`src/rtl/mips_multicycle_ctrl.sv`:
```
// Main control FSM for the multicycle MIPS datapath.
// Sequences FETCH/DECODE/EXECUTE/MEM/WB steps and drives ALU control directly.
module mips_multicycle_ctrl (
    input  logic       clk,
    input  logic       reset,
    input  logic [5:0] op,
    input  logic [5:0] funct,
    input  logic       zero,
    output logic       pcen,
    output logic       irwrite,
    output logic       memwrite,
    output logic       regwrite,
    output logic       iord,
    output logic       memtoreg,
    output logic       regdst,
    output logic       alusrca,
    output logic [1:0] alusrcb,
    output logic [1:0] pcsrc,
    output logic [2:0] alucontrol,
    output logic       instr_done,
    output logic [3:0] state
);

    localparam logic [5:0] OP_R    = 6'b000000;
    localparam logic [5:0] OP_LW   = 6'b100011;
    localparam logic [5:0] OP_SW   = 6'b101011;
    localparam logic [5:0] OP_BEQ  = 6'b000100;
    localparam logic [5:0] OP_ADDI = 6'b001000;
    localparam logic [5:0] OP_J    = 6'b000010;

    localparam logic [5:0] FN_ADD = 6'b100000;
    localparam logic [5:0] FN_SUB = 6'b100010;
    localparam logic [5:0] FN_AND = 6'b100100;
    localparam logic [5:0] FN_OR  = 6'b100101;
    localparam logic [5:0] FN_SLT = 6'b101010;

    localparam logic [2:0] ALU_SLT = 3'b000;
    localparam logic [2:0] ALU_SUB = 3'b001;
    localparam logic [2:0] ALU_ADD = 3'b101;
    localparam logic [2:0] ALU_OR  = 3'b110;
    localparam logic [2:0] ALU_AND = 3'b111;

    typedef enum logic [3:0] {
        FETCH  = 4'd0,
        DECODE = 4'd1,
        MEMADR = 4'd2,
        MEMRD  = 4'd3,
        MEMWB  = 4'd4,
        MEMWR  = 4'd5,
        EXEC   = 4'd6,
        ALUWB  = 4'd7,
        BRANCH = 4'd8,
        ADDIEX = 4'd9,
        ADDIWB = 4'd10,
        JUMP   = 4'd11
    } state_t;

    state_t state_q;
    state_t state_d;
    logic   store_q;
    logic   funct_ok;
    logic   pcen_s;
    logic   irwrite_s;
    logic   memwrite_s;
    logic   regwrite_s;
    logic   done_s;

    // ALU encoding for an R-type funct; unsupported values fall back to add
    function automatic logic [2:0] alu_of(input logic [5:0] fn);
        case (fn)
            FN_ADD:  alu_of = ALU_ADD;
            FN_SUB:  alu_of = ALU_SUB;
            FN_AND:  alu_of = ALU_AND;
            FN_OR:   alu_of = ALU_OR;
            FN_SLT:  alu_of = ALU_SLT;
            default: alu_of = ALU_ADD;
        endcase
    endfunction

    // Flags whether funct is one of the supported R-type operations
    always_comb begin
        case (funct)
            FN_ADD, FN_SUB, FN_AND, FN_OR, FN_SLT: funct_ok = 1'b1;
            default:                               funct_ok = 1'b0;
        endcase
    end

    // State register; op is not held stable after DECODE, so lw/sw is latched there
    always_ff @(posedge clk or posedge reset) begin
        if (reset) begin
            state_q <= FETCH;
            store_q <= 1'b0;
        end else begin
            state_q <= state_d;
            if (state_q == DECODE) begin
                store_q <= (op == OP_SW);
            end
        end
    end

    // Next-state and per-state outputs
    always_comb begin
        state_d    = FETCH;
        pcen_s     = 1'b0;
        irwrite_s  = 1'b0;
        memwrite_s = 1'b0;
        regwrite_s = 1'b0;
        done_s     = 1'b0;
        iord       = 1'b0;
        memtoreg   = 1'b0;
        regdst     = 1'b0;
        alusrca    = 1'b0;
        alusrcb    = 2'b00;
        pcsrc      = 2'b00;
        alucontrol = ALU_ADD;
        case (state_q)
            FETCH: begin
                irwrite_s = 1'b1;
                alusrcb   = 2'b01;
                pcen_s    = 1'b1;
                state_d   = DECODE;
            end
            DECODE: begin
                alusrcb = 2'b11;
                case (op)
                    OP_LW, OP_SW: state_d = MEMADR;
                    OP_R:         state_d = funct_ok ? EXEC : FETCH;
                    OP_BEQ:       state_d = BRANCH;
                    OP_ADDI:      state_d = ADDIEX;
                    OP_J:         state_d = JUMP;
                    default:      state_d = FETCH;
                endcase
            end
            MEMADR: begin
                alusrca = 1'b1;
                alusrcb = 2'b10;
                state_d = store_q ? MEMWR : MEMRD;
            end
            MEMRD: begin
                iord    = 1'b1;
                state_d = MEMWB;
            end
            MEMWB: begin
                memtoreg   = 1'b1;
                regwrite_s = 1'b1;
                done_s     = 1'b1;
            end
            MEMWR: begin
                iord       = 1'b1;
                memwrite_s = 1'b1;
                done_s     = 1'b1;
            end
            EXEC: begin
                alusrca    = 1'b1;
                alucontrol = alu_of(funct);
                state_d    = ALUWB;
            end
            ALUWB: begin
                regdst     = 1'b1;
                regwrite_s = 1'b1;
                done_s     = 1'b1;
            end
            BRANCH: begin
                alusrca    = 1'b1;
                alucontrol = ALU_SUB;
                pcsrc      = 2'b01;
                pcen_s     = zero;
                done_s     = 1'b1;
            end
            ADDIEX: begin
                alusrca = 1'b1;
                alusrcb = 2'b10;
                state_d = ADDIWB;
            end
            ADDIWB: begin
                regwrite_s = 1'b1;
                done_s     = 1'b1;
            end
            JUMP: begin
                pcsrc  = 2'b10;
                pcen_s = 1'b1;
                done_s = 1'b1;
            end
            default: state_d = FETCH;
        endcase
    end

    // Write enables and the done pulse are suppressed for as long as reset is held
    assign pcen       = pcen_s & ~reset;
    assign irwrite    = irwrite_s & ~reset;
    assign memwrite   = memwrite_s & ~reset;
    assign regwrite   = regwrite_s & ~reset;
    assign instr_done = done_s & ~reset;
    assign state      = 4'(state_q);

endmodule
```
`config.mk`:
```
export PLATFORM = sky130hd
export DESIGN_NAME = mips_multicycle_ctrl
export DESIGN_NICKNAME = d
export VERILOG_FILES = /design/src/rtl/mips_multicycle_ctrl.sv
export SDC_FILE = /design/constraint.sdc
export NUM_CORES = 1
export LEC_CHECK = 0
export BUFFER_PORTS_ARGS = -buffer_cell sky130_fd_sc_hd__buf_2
export CAP_MARGIN = 20
export CORE_MARGIN = 5
export CORE_UTILIZATION = 42
export CTS_CLUSTER_DIAMETER = 30
export CTS_CLUSTER_SIZE = 24
export DETAILED_ROUTE_END_ITERATION = 8
export PLACE_DENSITY = 0.87
export SLEW_MARGIN = 10
export SYNTH_ARGS = -nofsm -noshare
export SYNTH_HDL_FRONTEND = slang
export SYNTH_SLANG_ARGS = --single-unit
```
`constraint.sdc`:
```
create_clock -name clk -period 2.2 [get_ports clk]
set_clock_uncertainty 0.2 [all_clocks]
set_input_delay 0.44 -clock clk [delete_from_list [all_inputs] [get_ports clk]]
set_output_delay 0.44 -clock clk [all_outputs]
set_load 0.01 [all_outputs]
```
# Yosys cells after proc, flatten, opt, wreduce, memory -nomap -nowiden
# Index checks and enable logic that the tools add are counted.
# op_classes
muxes,18
n_bitwise,6
reduce_logical,10
eq_ne,21
# op_table
cell,count
6-bit equality test (second input constant),7
4-bit case mux with 6 select lines,1
4-bit case mux with 5 select lines,1
4-bit by 3-bit equality test with 1-bit output (second input constant),4
4-bit equality test (second input constant),4
3-bit case mux with 4 select lines,1
1-bit two-way mux,9
4-bit by 2-bit equality test with 1-bit output (second input constant),2
2-bit OR reduction,4
6-bit by 2-bit equality test with 1-bit output (second input constant),1
6-bit by 3-bit equality test with 1-bit output (second input constant),1
6-bit by 4-bit equality test with 1-bit output (second input constant),1
6-bit zero test,1
3-bit two-way mux,2
2-bit case mux with 3 select lines,1
3-bit case mux with 2 select lines,1
6-bit OR reduction,1
1-bit AND,5
5-bit OR reduction,1
4-bit by 1-bit equality test with 1-bit output (second input constant),1
4-bit zero test,1
2-bit case mux with 2 select lines,1
4-bit OR reduction,1
3-bit OR reduction,1
2 further kinds,2
# totals
wordCells,57
ff_bits,5
out_inout_bits,20
inputBits,15

# Longest topological paths before layout
# Gate-level depths: netlist of run 1.
# depth
word_depth,6
ltp_mapped,5
ltp_nobuf,4

# Least setup slack after synthesis of run 1
# OpenSTA, ideal clock, no wires.
# synth_timing
path_kind,reg-to-output
from,register state_q[3] (netlist: state[3])
to,output pcen
stages_incl_launch_ff,6
slack_ns,0.007
arrival_ns,1.553
n_path_buf,1
cell_sequence,dfrtp_1 > clkbuf_1 > nand2b_1 > nor3_1 > a21oi_1 > a21oi_1
# synth_via
elab_chain_len,4
# synth_lines
item,line_no,source
from (decl),58,state_t state_q;
from (signal assigned),94,state_q <= state_d;
4-bit equality test or 4-bit zero test (tied branches),116,case (state_q)
2-bit OR reduction (no source line),--,
1-bit case mux with 2 select lines *,116,
1-bit AND *,189,assign pcen = pcen_s & ~reset;
to (decl),9,"output logic pcen,"
# Mark *: on every way between the ends. The rest lies on a longest branch, timed or not.

# Final worst setup path of run 1
# layout_timing
from,register state_q[1] (netlist: state[1])
to,output pcen
# The elaborated chain is that of the path after synthesis.

==> impl_table.tex, run 1 <==
\begin{tabular}{lr}
\hline
Metric & Value \\
\hline
\multicolumn{2}{l}{\textbf{STA}} \\
\quad Count of final setup violators & 0 \\
\quad Unrepaired setup endpoints after global routing & yes \\
\quad Number of pins with negative max-slew slack in the final report & 0 \\
\quad Setup total negative slack & 0 ns \\
\quad Slew at the pin closest to its max-slew limit & $\sim$0.28 ns \\
\quad Final number of hold-violating endpoints & 0 \\
\quad Minimum period implied by the final worst setup slack & 2.15 ns \\
\quad Post-route clock period utilization & 97.8\% \\
\quad Relative slew slack & about four fifths \\
\quad Max Clk Rate & between 400 and 500 MHz \\
\multicolumn{2}{l}{\textbf{Critical path}} \\
\quad Maximum fanout along the worst path & 8 \\
\quad CP Data Required Time & around 1.6 ns \\
\quad Arrival time at the worst endpoint & $\sim$1.5 ns \\
\quad Origin of the worst setup path & state[1] \\
\quad WS Path Type & reg2out \\
\quad Critical Path Source Type & register \\
\quad Origin of the critical flop-to-flop path & state[1] \\
\quad Setup crit end kind & output port \\
\multicolumn{2}{l}{\textbf{Global routing}} \\
\quad Final global-route overflow total & 0 \\
\quad Global-route wire length before repair & $\sim$2800 um \\
\quad Overall global routing resource usage & $\sim$17\% \\
\quad Number of global-route vias before repair & 671 \\
\quad Antenna violations before repair & 0 \\
\quad Pin count of the biggest net entering global routing & 11 \\
\multicolumn{2}{l}{\textbf{Floorplanning}} \\
\quad Area enclosed by the die boundary & 2250 um2 \\
\quad Top-level port count & 35 \\
\quad Die height & 47.4 um \\
\quad Initial Utilization & 44.6\% \\
\quad Core ar. & 1320 um2 \\
\quad Row cnt & 13 \\
\quad Die X & approximately 47 um \\
\multicolumn{2}{l}{\textbf{Route}} \\
\quad Detailed-router iteration count before antenna repair & 4 \\
\quad Iteration-0 DRC count of the detailed router & 12 \\
\quad Remaining antenna violation count after routing & 0 \\
\quad Routed wire length & 1820 um \\
\quad Via count normalized by instance count & 5.52 \\
\quad Mean routed wirelength per cell & 13.9 um \\
\quad DR vias & 723 \\
\quad Number of remaining DRC errors & 0 \\
\multicolumn{2}{l}{\textbf{Place}} \\
\quad Final Wtd Congestion & 0.790 \\
\quad HPWL after detailed placement & 1490 um \\
\quad Buffers on Ports & 34 \\
\quad Placed inst area & 807 um2 \\
\multicolumn{2}{l}{\textbf{Power}} \\
\quad Power density over the cells & 759 nW/um2 \\
\quad Max rail drop VDD & 0.526 mV \\
\quad Static leakage power & 0.396 nW \\
\multicolumn{2}{l}{\textbf{Outcome}} \\
\quad Outcome & finished clean \\
\multicolumn{2}{l}{\textbf{Yosys}} \\
\quad Net count after synthesis & 90 \\
\quad Number of library cell types mapped by synthesis & 33 \\
\quad Seq/Total Area, Yosys & 21.3\% \\
\quad Flop and latch count out of synthesis & 5 \\
\quad Cell area after synthesis & approximately 600 um2 \\
\quad Count of yosys warnings during synthesis & 0 \\
\quad Average cell area after synthesis & 7.84 um2 \\
\quad Cell count after synthesis & 75 \\
\multicolumn{2}{l}{\textbf{Job}} \\
\quad MaxCap Viol Count & 0 \\
\multicolumn{2}{l}{\textbf{Clock network}} \\
\quad Clk root buf & sky130\_fd\_sc\_hd\_\_clkbuf\_4 \\
\quad H-tree lvl count & 1 \\
\quad CTS sink cnt & 5 \\
\quad Clock transition at path regs & 0.04 ns \\
\quad Cts bufs inserted & 3 \\
\quad TritonCTS clock tree & built \\
\quad CTS max path bufs & 2 \\
\quad Worst-Skew Late Latency & 0.24 ns \\
\multicolumn{2}{l}{\textbf{Hold path}} \\
\quad Type of the tightest min-delay check & in2reg \\
\quad Hold path start & op[4] \\
\multicolumn{2}{l}{\textbf{Cells and area}} \\
\quad Area delta synth->final & 48.5\% \\
\quad Fraction of layout cells with a size suffix above 1 & 48.3\% \\
\quad Number of antenna repair diodes & 0 \\
\quad Total number of nets in the final design & between 100 and 150 \\
\quad Summed area of non-filler cells in the final layout & 873 um2 \\
\hline
\end{tabular}
## flip-flops by register name, indices dropped and copies added, names as in the netlist
name / flops
store_q: 1
state: 4
## area by class of cell
cell class | instances | area (um2)
Fill cell | 115 | 444
Sequential cell | 5 | 126
Multi-Input combinational cell | 63 | 465
Timing Repair Buffer | 41 | 225
Inverter | 3 | 11.3
Tap cell | 15 | 18.8
Clock buffer | 4 | 26.3
## metal layers
metal / GRT usage [%] / vias to the layer above / part of all wire [%]
met3: 1.50 / 6 / 6.1
met5: 0 / - / 0
met4: 9.39 / 0 / 1.4
li1: - / 368 / -
met2: 33.4 / 24 / 56
met1: 18.0 / 325 / 36
## power breakdown
| group | switching, mW | internal, mW |
|---|---|---|
| clock network | 0.0369 | 0.0685 |
| logic | 0.231 | 0.186 |
| registers | 0.0273 | 0.113 |
## cell usage after synthesis (all sizes together)
cell / n / share of area [%]
a2111oi: 2 / 7.2
a21oi: 8 / 6.8
a221oi: 1 / 1.5
a22o: 1 / 1.5
a31oi: 1 / 1.1
and2: 1 / 1.1
clkbuf: 4 / 2.6
dfrtp: 5 / 21
inv: 3 / 1.9
maj3: 1 / 1.7
mux2: 1 / 1.9
mux2i: 1 / 1.7
nand2: 4 / 2.6
nand2b: 7 / 7.4
nand3: 1 / 0.85
nand4b: 1 / 1.5
nor2: 5 / 3.2
nor2b: 1 / 1.1
nor3: 8 / 6.8
nor3b: 2 / 2.6
nor4b: 1 / 1.5
o21ai: 2 / 1.7
o22a: 1 / 1.5
o31a: 1 / 1.5
o31ai: 1 / 1.3
o41ai: 1 / 2.8
or2: 1 / 1.1
or3: 3 / 3.2
or3b: 1 / 1.5
or4: 2 / 2.6
or4b: 1 / 2.3
xnor2: 2 / 3.0
## cells in the final DEF, fill, tap and decap left out, drive strengths merged
cell	count
o31a	1
or4	2
a221oi	1
nor3b	2
nor2	5
o22a	1
mux2	1
nor3	8
clkbuf	4
maj3	1
nor2b	1
nand2b	7
dfrtp	5
mux2i	1
buf	40
dlygate4sd3	1
nor4b	1
o21ai	2
a21oi	8
o31ai	1
or3b	1
a2111oi	2
or3	3
a22o	1
or2	1
or4b	1
inv	3
nand2	4
o41ai	1
nand3	1
xnor2	2
nand4b	1
a31oi	1
and2	1
## critical path, cell delays in order, from the launching register on
cell,delay [ns]
sky130_fd_sc_hd__dfrtp_2,0.45
sky130_fd_sc_hd__or4_4,0.56
sky130_fd_sc_hd__a21oi_1,0.13
sky130_fd_sc_hd__buf_2,0.14
## path summary, 6_finish.rpt
path | to | depth (start not counted) | slack [ns]
min in group asynchronous | state[3] | 3 | 0.49
max reg2reg | state[1] | 3 | 0.47
max | pcen | 3 | 0.05
max in group asynchronous | state[1] | 3 | 1.12
min | state[1] | 2 | 0.23
min reg2reg | store_q | 2 | 0.31
## through the flow
step	hold WS, ns	setup slack, ns	cells	power, mW	util, %
after global placement	0.191	0.0795	126	0.520	61.3
final	0.227	0.0478	131	0.663	66.3
after global routing	0.238	-0.00166	131	0.710	66.3
after floorplan	0.0185	0.00731	75	0.374	-
after detailed placement	0.194	0.0497	126	0.531	61.3
after CTS	0.227	0.00713	131	0.645	64.5
## logic make-up after synthesis
group | synth area share (%)
AND/OR/NAND/NOR | 39.1
AO/OA/AOI/OAI | 26.8
buffers and inverters | 4.47
flip-flops | 21.3
XOR/XNOR | 2.98
multiplexers | 3.62
adder cells (fa/ha/maj) | 1.70
## repair_timing
| action | 4_1_cts | 5_1_grt |
|---|---|---|
| hold buffers | 1 | 0 |
| hold endpoints to repair | 5 | 0 |
| setup buffers | 0 | 0 |
| endpoints found under the setup margin | 2 | 6 |
| gates resized for setup | 1 | 6 |
Power figures use the tool's default switching activity.
==> run 2: changes to the inputs <==
--- a/config.mk
+++ b/config.mk
@@ -13,6 +13,7 @@
 export CTS_CLUSTER_SIZE = 24
 export DETAILED_ROUTE_END_ITERATION = 8
 export PLACE_DENSITY = 0.87
+export RECOVER_POWER = 50
 export SLEW_MARGIN = 10
 export SYNTH_ARGS = -nofsm -noshare
 export SYNTH_HDL_FRONTEND = slang
==> run 2 against run 1 <==
Compared with the run above: critical path depth is the same; sequential share of layout area is essentially flat; maximum frequency is essentially flat; count of clock-buffer cells in the layout is the same; via count shrank 0.28%; largest cell class unchanged.
==> impl_table.tex, run 2 (synthesis gave the netlist of run 1 again) <==
\begin{tabular}{lr}
\hline
Metric & Value \\
\hline
\multicolumn{2}{l}{\textbf{Critical path}} \\
\quad Largest stage delay on the critical path & 0.56 ns (about the same) \\
\quad Arrival time at the worst endpoint & 1.51 ns (about the same) \\
\quad WP buf/inv & 1 (unchanged) \\
\quad Flop2flop setup slack & 0.47 ns (about the same) \\
\quad CP Data Required Time & 1.56 ns (about the same) \\
\quad Origin of the critical flop-to-flop path & state[1] \\
\quad Critical path cell sequence & or4\_4, a21oi\_1, buf\_2 \\
\quad Cell family with most CP delay & simple AND/OR/NAND/NOR gates \\
\quad WS Path Type & reg2out \\
\quad Critical Path Source Type & register \\
\quad Worst path slowest cell & sky130\_fd\_sc\_hd\_\_or4\_4 \\
\quad Depth of the most critical reg-to-reg path & 3 (unchanged) \\
\quad Maximum fanout along the worst path & 8 (unchanged) \\
\quad Origin of the worst setup path & state[1] \\
\quad Worst r2r dst & state[1] \\
\quad Setup crit end kind & output port \\
\multicolumn{2}{l}{\textbf{Job}} \\
\quad MaxCap Viol Count & 0 (unchanged) \\
\multicolumn{2}{l}{\textbf{Cells and area}} \\
\quad Fraction of layout cells with a size suffix above 1 & 47.4\% (-0.86 points) \\
\quad Total number of nets in the final design & 132 (unchanged) \\
\quad Filler cell count in the final layout & 116 (+0.87\%) \\
\quad Commonest non-fill, non-tap cells in the layout & 33 x sky130\_fd\_sc\_hd\_\_buf\_2, 8 x sky130\_fd\_sc\_hd\_\_a21oi\_1, 7 x sky130\_fd\_sc\_hd\_\_nor3\_1 \\
\quad Register area & 126 um2 (unchanged) \\
\quad Number of flip-flops in the largest register & 4 (unchanged) \\
\quad Area delta synth->final & 48.3\% \\
\quad Footprint of the multi-input gates & 465 um2 (unchanged) \\
\quad Number of antenna repair diodes & 0 (unchanged) \\
\quad Most common cell after layout, fill and taps aside & sky130\_fd\_sc\_hd\_\_buf\_2 \\
\multicolumn{2}{l}{\textbf{Hold path}} \\
\quad Hold path start & op[4] \\
\quad Type of the tightest min-delay check & in2reg \\
\quad Sink of the worst hold path & state[1] \\
\quad Hold path depth & 2 (unchanged) \\
\multicolumn{2}{l}{\textbf{Clock network}} \\
\quad TritonCTS clock tree & built \\
\quad H-tree lvl count & 1 (unchanged) \\
\quad Cts bufs inserted & 3 (unchanged) \\
\quad Post-CTS Repair Setup Buffers & 0 (unchanged) \\
\quad CTS max path bufs & 2 (unchanged) \\
\quad Clk root buf & sky130\_fd\_sc\_hd\_\_clkbuf\_4 \\
\quad Worst-Skew Late Latency & 0.24 ns (about the same) \\
\quad CTS sink cnt & 5 (unchanged) \\
\quad Clock transition at path regs & 0.04 ns (about the same) \\
\multicolumn{2}{l}{\textbf{Route}} \\
\quad Routed wire length & 1820 um (about the same) \\
\quad Iteration-0 DRC count of the detailed router & 12 (unchanged) \\
\quad Mean routed wirelength per cell & 13.9 um (about the same) \\
\quad Remaining antenna violation count after routing & 0 (unchanged) \\
\quad Via count normalized by instance count & 5.50 (-0.28\%) \\
\quad DR vias & 721 (-0.28\%) \\
\quad Number of remaining DRC errors & 0 (unchanged) \\
\quad Detailed-router iteration count before antenna repair & 4 (unchanged) \\
\multicolumn{2}{l}{\textbf{Global routing}} \\
\quad Antenna violations before repair & 0 (unchanged) \\
\quad Final global-route overflow total & 0 (unchanged) \\
\quad Number of global-route vias before repair & 671 (unchanged) \\
\quad Overall global routing resource usage & 17.3\% (unchanged) \\
\quad Pin count of the biggest net entering global routing & 11 (unchanged) \\
\quad Global-route wire length before repair & 2790 um (unchanged) \\
\multicolumn{2}{l}{\textbf{Floorplanning}} \\
\quad Initial Utilization & 44.6\% (unchanged) \\
\quad Core ar. & 1320 um2 (unchanged) \\
\quad Die height & 47.4 um (unchanged) \\
\quad Row cnt & 13 (unchanged) \\
\quad Die X & 47.4 um (unchanged) \\
\quad Area enclosed by the die boundary & 2250 um2 (unchanged) \\
\quad Top-level port count & 35 (unchanged) \\
\multicolumn{2}{l}{\textbf{STA}} \\
\quad Slew at the pin closest to its max-slew limit & 0.283 ns (unchanged) \\
\quad Post-route clock period utilization & 97.9\% (about the same) \\
\quad Count of final setup violators & 0 (unchanged) \\
\quad Minimum period implied by the final worst setup slack & 2.15 ns (+0.000999 ns) \\
\quad Post-layout worst setup margin & 0.0468 ns (-0.000999 ns) \\
\quad Relative slew slack & 81.1\% (unchanged) \\
\quad Number of pins with negative max-slew slack in the final report & 0 (unchanged) \\
\quad Max Clk Rate & 464 MHz (about the same) \\
\quad Unrepaired setup endpoints after global routing & yes \\
\quad Final number of hold-violating endpoints & 0 (unchanged) \\
\multicolumn{2}{l}{\textbf{Power}} \\
\quad Power density over the cells & 758 nW/um2 (-0.22\%) \\
\quad Max rail drop VDD & 0.523 mV (-0.55\%) \\
\quad Post-route total power & 661 uW (-0.37\%) \\
\quad Static leakage power & 0.393 nW (-0.70\%) \\
\multicolumn{2}{l}{\textbf{Place}} \\
\quad HPWL after detailed placement & 1490 um (unchanged) \\
\quad Worst slack at placement & 0.0497 ns (unchanged) \\
\quad Buffers on Ports & 34 (unchanged) \\
\quad Final Wtd Congestion & 0.790 (unchanged) \\
\multicolumn{2}{l}{\textbf{Outcome}} \\
\quad Outcome & finished clean \\
\hline
\end{tabular}
run 2: how the worst max path moves through the flow:
stage	to	cells past startpoint	slack, ns
floorplan	pcen	5	0.007
global placement	state[1]	5	0.08
detailed placement	state[1]	5	0.05
CTS	pcen	3	0.007
global route	pcen	3	-0.002
finish	pcen	3	0.05
run 2: where the power goes:
| group | leakage [nW] | internal, mW | switching, mW |
|---|---|---|---|
| combinational | 0.313 | 0.183 | 0.231 |
| sequential | 0.0655 | 0.113 | 0.0278 |
| clock | 0.0150 | 0.0685 | 0.0371 |
| total | 0.393 | 0.365 | 0.296 |
run 2: what timing repair did:
item,CTS,global route
hold buffers,1,0
gates resized for setup,1,6
pin swaps,0,0
hold endpoints to repair,5,0
endpoints found under the setup margin,2,6
run 2: metal layers:
layer	global-route usage (%)	wire, um	up-vias
met4	9.39	21	0
li1	-	-	368
met1	18.0	646	324
met3	1.50	112	4
met2	33.4	1040	25
met5	0	0	-
run 2: metrics by stage:
stage | utilization [%] | std cells | setup TNS, ns | cell area (um2) | hold WS (ns)
after detailed placement | 61.3 | 126 | 0 | 807 | 0.194
after floorplan | - | 75 | 0 | 588 | 0.0185
after CTS | 64.5 | 131 | 0 | 850 | 0.227
after global routing | 66.2 | 131 | -0.00166 | 872 | 0.238
final | 66.2 | 131 | 0 | 872 | 0.227
after global placement | 61.3 | 126 | 0 | 807 | 0.191
run 2: layout make-up:
class,count,area share [%]
clock buffers,4,3.01
well taps,15,2.15
inverters,3,1.29
multi-input cells,63,53.4
flip-flops and latches,5,14.5
repair buffers,41,25.7
==> run 3: changes to the inputs <==
--- a/config.mk
+++ b/config.mk
@@ -14,6 +14,7 @@
 export DETAILED_ROUTE_END_ITERATION = 8
 export PLACE_DENSITY = 0.87
 export RECOVER_POWER = 50
+export REMOVE_ABC_BUFFERS = 1
 export SLEW_MARGIN = 10
 export SYNTH_ARGS = -nofsm -noshare
 export SYNTH_HDL_FRONTEND = slang
==> run 3 against run 2 <==
Compared with the run above: clock power about the same; final area increased by 1.9%; cell count increased by 1.5%; largest power group unchanged; count of clock-buffer cells in the layout unchanged; utilization increased by 1.2 points; routed wire length increased by 0.50%; die area unchanged; sequential power decreased by 3%.
==> impl_table.tex, run 3 (synthesis gave the netlist of run 1 again) <==
\begin{tabular}{lr}
\hline
Metric & Value \\
\hline
\multicolumn{2}{l}{\textbf{STA}} \\
\quad Count of final setup violators & 0 (unchanged) \\
\quad Final number of hold-violating endpoints & 0 (unchanged) \\
\quad Slew at the pin closest to its max-slew limit & 0.281 ns (-0.00194 ns) \\
\quad Max Clk Rate & 463 MHz (-0.34\%) \\
\quad Minimum period implied by the final worst setup slack & 2.16 ns (+0.00733 ns) \\
\quad Min Hold Slack & 0.233 ns (+0.00589 ns) \\
\quad Post-route clock period utilization & 98.2\% (+0.33 points) \\
\quad Number of pins with negative max-slew slack in the final report & 0 (unchanged) \\
\quad Relative slew slack & 81.1\% (about the same) \\
\multicolumn{2}{l}{\textbf{Power}} \\
\quad Clock group share of total power & 16.0\% (about the same) \\
\quad Part of the total power dissipated in sequential elements & 20.6\% (-0.8 points) \\
\quad Static leakage power & 0.405 nW (+2.9\%) \\
\quad Post-route total power & 668 uW (+1.1\%) \\
\quad Max rail drop VDD & 0.681 mV (+30\%) \\
\quad Net switching power & 303 uW (+2.5\%) \\
\quad Power Internal & 365 uW (about the same) \\
\quad Share of power burned in combinational logic & 63.5\% (+0.9 points) \\
\quad Net Sw Frac & 45.3\% (+0.62 points) \\
\quad Power density over the cells & 752 nW/um2 (-0.77\%) \\
\multicolumn{2}{l}{\textbf{Critical path}} \\
\quad Largest stage delay on the critical path & 0.41 ns (-0.15 ns) \\
\quad WS Path Type & reg2out \\
\quad Setup crit end kind & output port \\
\quad Critical path cell sequence & nand2b\_1, or2\_2, a21oi\_1, buf\_2 \\
\quad Arrival time at the worst endpoint & 1.52 ns (about the same) \\
\quad Maximum fanout along the worst path & 5 (-3) \\
\quad WP buf/inv & 1 (unchanged) \\
\quad CP Data Required Time & 1.56 ns (about the same) \\
\quad Flop2flop setup slack & 0.34 ns (-0.13 ns) \\
\quad Worst path slowest cell & sky130\_fd\_sc\_hd\_\_dfrtp\_1 \\
\quad Critical Path Source Type & register \\
\quad Cell family with most CP delay & simple AND/OR/NAND/NOR gates \\
\multicolumn{2}{l}{\textbf{Place}} \\
\quad Final Wtd Congestion & 0.834 (+5.6\%) \\
\quad Buffers on Ports & 34 (unchanged) \\
\quad HPWL after detailed placement & 1440 um (-3.6\%) \\
\quad Instance count after placement with tap cells included & 127 (+0.79\%) \\
\multicolumn{2}{l}{\textbf{Floorplanning}} \\
\quad Area enclosed by the die boundary & 2250 um2 (unchanged) \\
\quad Die height & 47.4 um (unchanged) \\
\quad Row cnt & 13 (unchanged) \\
\quad Die X & 47.4 um (unchanged) \\
\quad Top-level port count & 35 (unchanged) \\
\quad Core ar. & 1320 um2 (unchanged) \\
\quad Initial Utilization & 44.6\% (unchanged) \\
\multicolumn{2}{l}{\textbf{Clock network}} \\
\quad Clock transition at path regs & 0.04 ns (about the same) \\
\quad Cts bufs inserted & 3 (unchanged) \\
\quad TritonCTS clock tree & built \\
\quad Clk root buf & sky130\_fd\_sc\_hd\_\_clkbuf\_4 \\
\quad CTS sink cnt & 5 (unchanged) \\
\quad H-tree lvl count & 1 (unchanged) \\
\quad CTS max path bufs & 2 (unchanged) \\
\quad Worst-Skew Late Latency & 0.25 ns (about the same) \\
\multicolumn{2}{l}{\textbf{Global routing}} \\
\quad Antenna violations before repair & 0 (unchanged) \\
\quad Global-route wire length before repair & 2700 um (-3.2\%) \\
\quad Pin count of the biggest net entering global routing & 11 (unchanged) \\
\quad Overall global routing resource usage & 16.6\% (-0.72 points) \\
\quad Number of global-route vias before repair & 656 (-2.2\%) \\
\quad Final global-route overflow total & 0 (unchanged) \\
\multicolumn{2}{l}{\textbf{Cells and area}} \\
\quad Total number of nets in the final design & 134 (+1.5\%) \\
\quad Filler cell count in the final layout & 116 (unchanged) \\
\quad Most common cell after layout, fill and taps aside & sky130\_fd\_sc\_hd\_\_buf\_2 \\
\quad Area delta synth->final & 51.1\% \\
\quad Footprint of the multi-input gates & 467 um2 (+0.27\%) \\
\quad Commonest non-fill, non-tap cells in the layout & 33 x sky130\_fd\_sc\_hd\_\_buf\_2, 8 x sky130\_fd\_sc\_hd\_\_a21oi\_1, 8 x sky130\_fd\_sc\_hd\_\_buf\_4 \\
\quad Register area & 126 um2 (unchanged) \\
\quad Number of antenna repair diodes & 0 (unchanged) \\
\quad Number of flip-flops in the largest register & 4 (unchanged) \\
\quad Fraction of layout cells with a size suffix above 1 & 47.5\% (about the same) \\
\quad Final instance count without filler cells & 133 (+1.5\%) \\
\multicolumn{2}{l}{\textbf{Route}} \\
\quad Remaining antenna violation count after routing & 0 (unchanged) \\
\quad Number of remaining DRC errors & 0 (unchanged) \\
\quad Iteration-0 DRC count of the detailed router & 12 (unchanged) \\
\quad DR vias & 735 (+1.9\%) \\
\quad Routed wire length & 1830 um (+0.50\%) \\
\quad Via count normalized by instance count & 5.53 (+0.41\%) \\
\quad Detailed-router iteration count before antenna repair & 4 (unchanged) \\
\quad Mean routed wirelength per cell & 13.7 um (-1.0\%) \\
\multicolumn{2}{l}{\textbf{Job}} \\
\quad MaxCap Viol Count & 0 (unchanged) \\
\multicolumn{2}{l}{\textbf{Hold path}} \\
\quad Type of the tightest min-delay check & in2reg \\
\multicolumn{2}{l}{\textbf{Outcome}} \\
\quad Outcome & finished clean \\
\hline
\end{tabular}
[run 3: changes by cell type in the layout (fill, tap and decap cells not counted), sizes merged]
cell and change:
buf +2
[run 3: power by group through the flow]
stage | Combinational [mW] | Clock, mW | Sequential (mW)
CTS | 0.404 | 0.111 | 0.135
global placement | 0.389 | 0 | 0.135
floorplan | 0.190 | 0 | 0.174
detailed placement | 0.399 | 0 | 0.136
finish | 0.424 | 0.107 | 0.137
global route | 0.459 | 0.119 | 0.140
[run 3: layer usage]
| layer | track usage (%) | up-vias | wire [um] |
|---|---|---|---|
| met5 | 0 | - | 0 |
| met4 | 4.97 | 0 | 16 |
| met3 | 2.26 | 2 | 106 |
| met2 | 31.0 | 20 | 950 |
| met1 | 19.3 | 340 | 751 |
| li1 | - | 373 | - |
[run 3: what timing repair did]
action / 4_1_cts / 5_1_grt
setup endpoints to repair: 3 / 6
hold buffers: 1 / 0
gates resized for setup: 1 / 6
endpoints found under the hold margin: 5 / 0
buffers inserted: 0 / 1
pin swaps: 0 / 1
[run 3: worst register-to-register path, cell delays in order (launching register included)]
cell and delay (ns):
sky130_fd_sc_hd__dfrtp_2 0.42, sky130_fd_sc_hd__buf_4 0.17, sky130_fd_sc_hd__nand2b_1 0.23, sky130_fd_sc_hd__or3_1 0.40
sky130_fd_sc_hd__o41ai_2 0.33
[run 3: worst paths after layout]
check | endpoint | start | cells past startpoint
min reg2reg | store_q | store_q | 2
min | state[1] | op[4] | 2
max in group asynchronous | state[1] | reset | 3
min in group asynchronous | state[3] | reset | 3
max | alusrcb[1] | state[0] | 4
max reg2reg | state[1] | state[1] | 4
[run 3: cell type report]
type                            instances  area share [%]
Timing Repair Buffer                   43            26.9
Tap cell                               15            2.11
Sequential cell                         5            14.2
Inverter                                3            1.27
Multi-Input combinational cell         63            52.5
Clock buffer                            4            2.96
[run 3: stage by stage]
step	instance area (um2)	TNS (ns)	util [%]	setup slack (ns)
final	888	0	67.4	0.0395
after global routing	888	-0.0133	67.4	-0.0133
after CTS	857	0	65.1	0.00789
after detailed placement	815	0	61.8	0.0766
after global placement	815	0	61.8	0.0854
after floorplan	573	0	-	0.0529
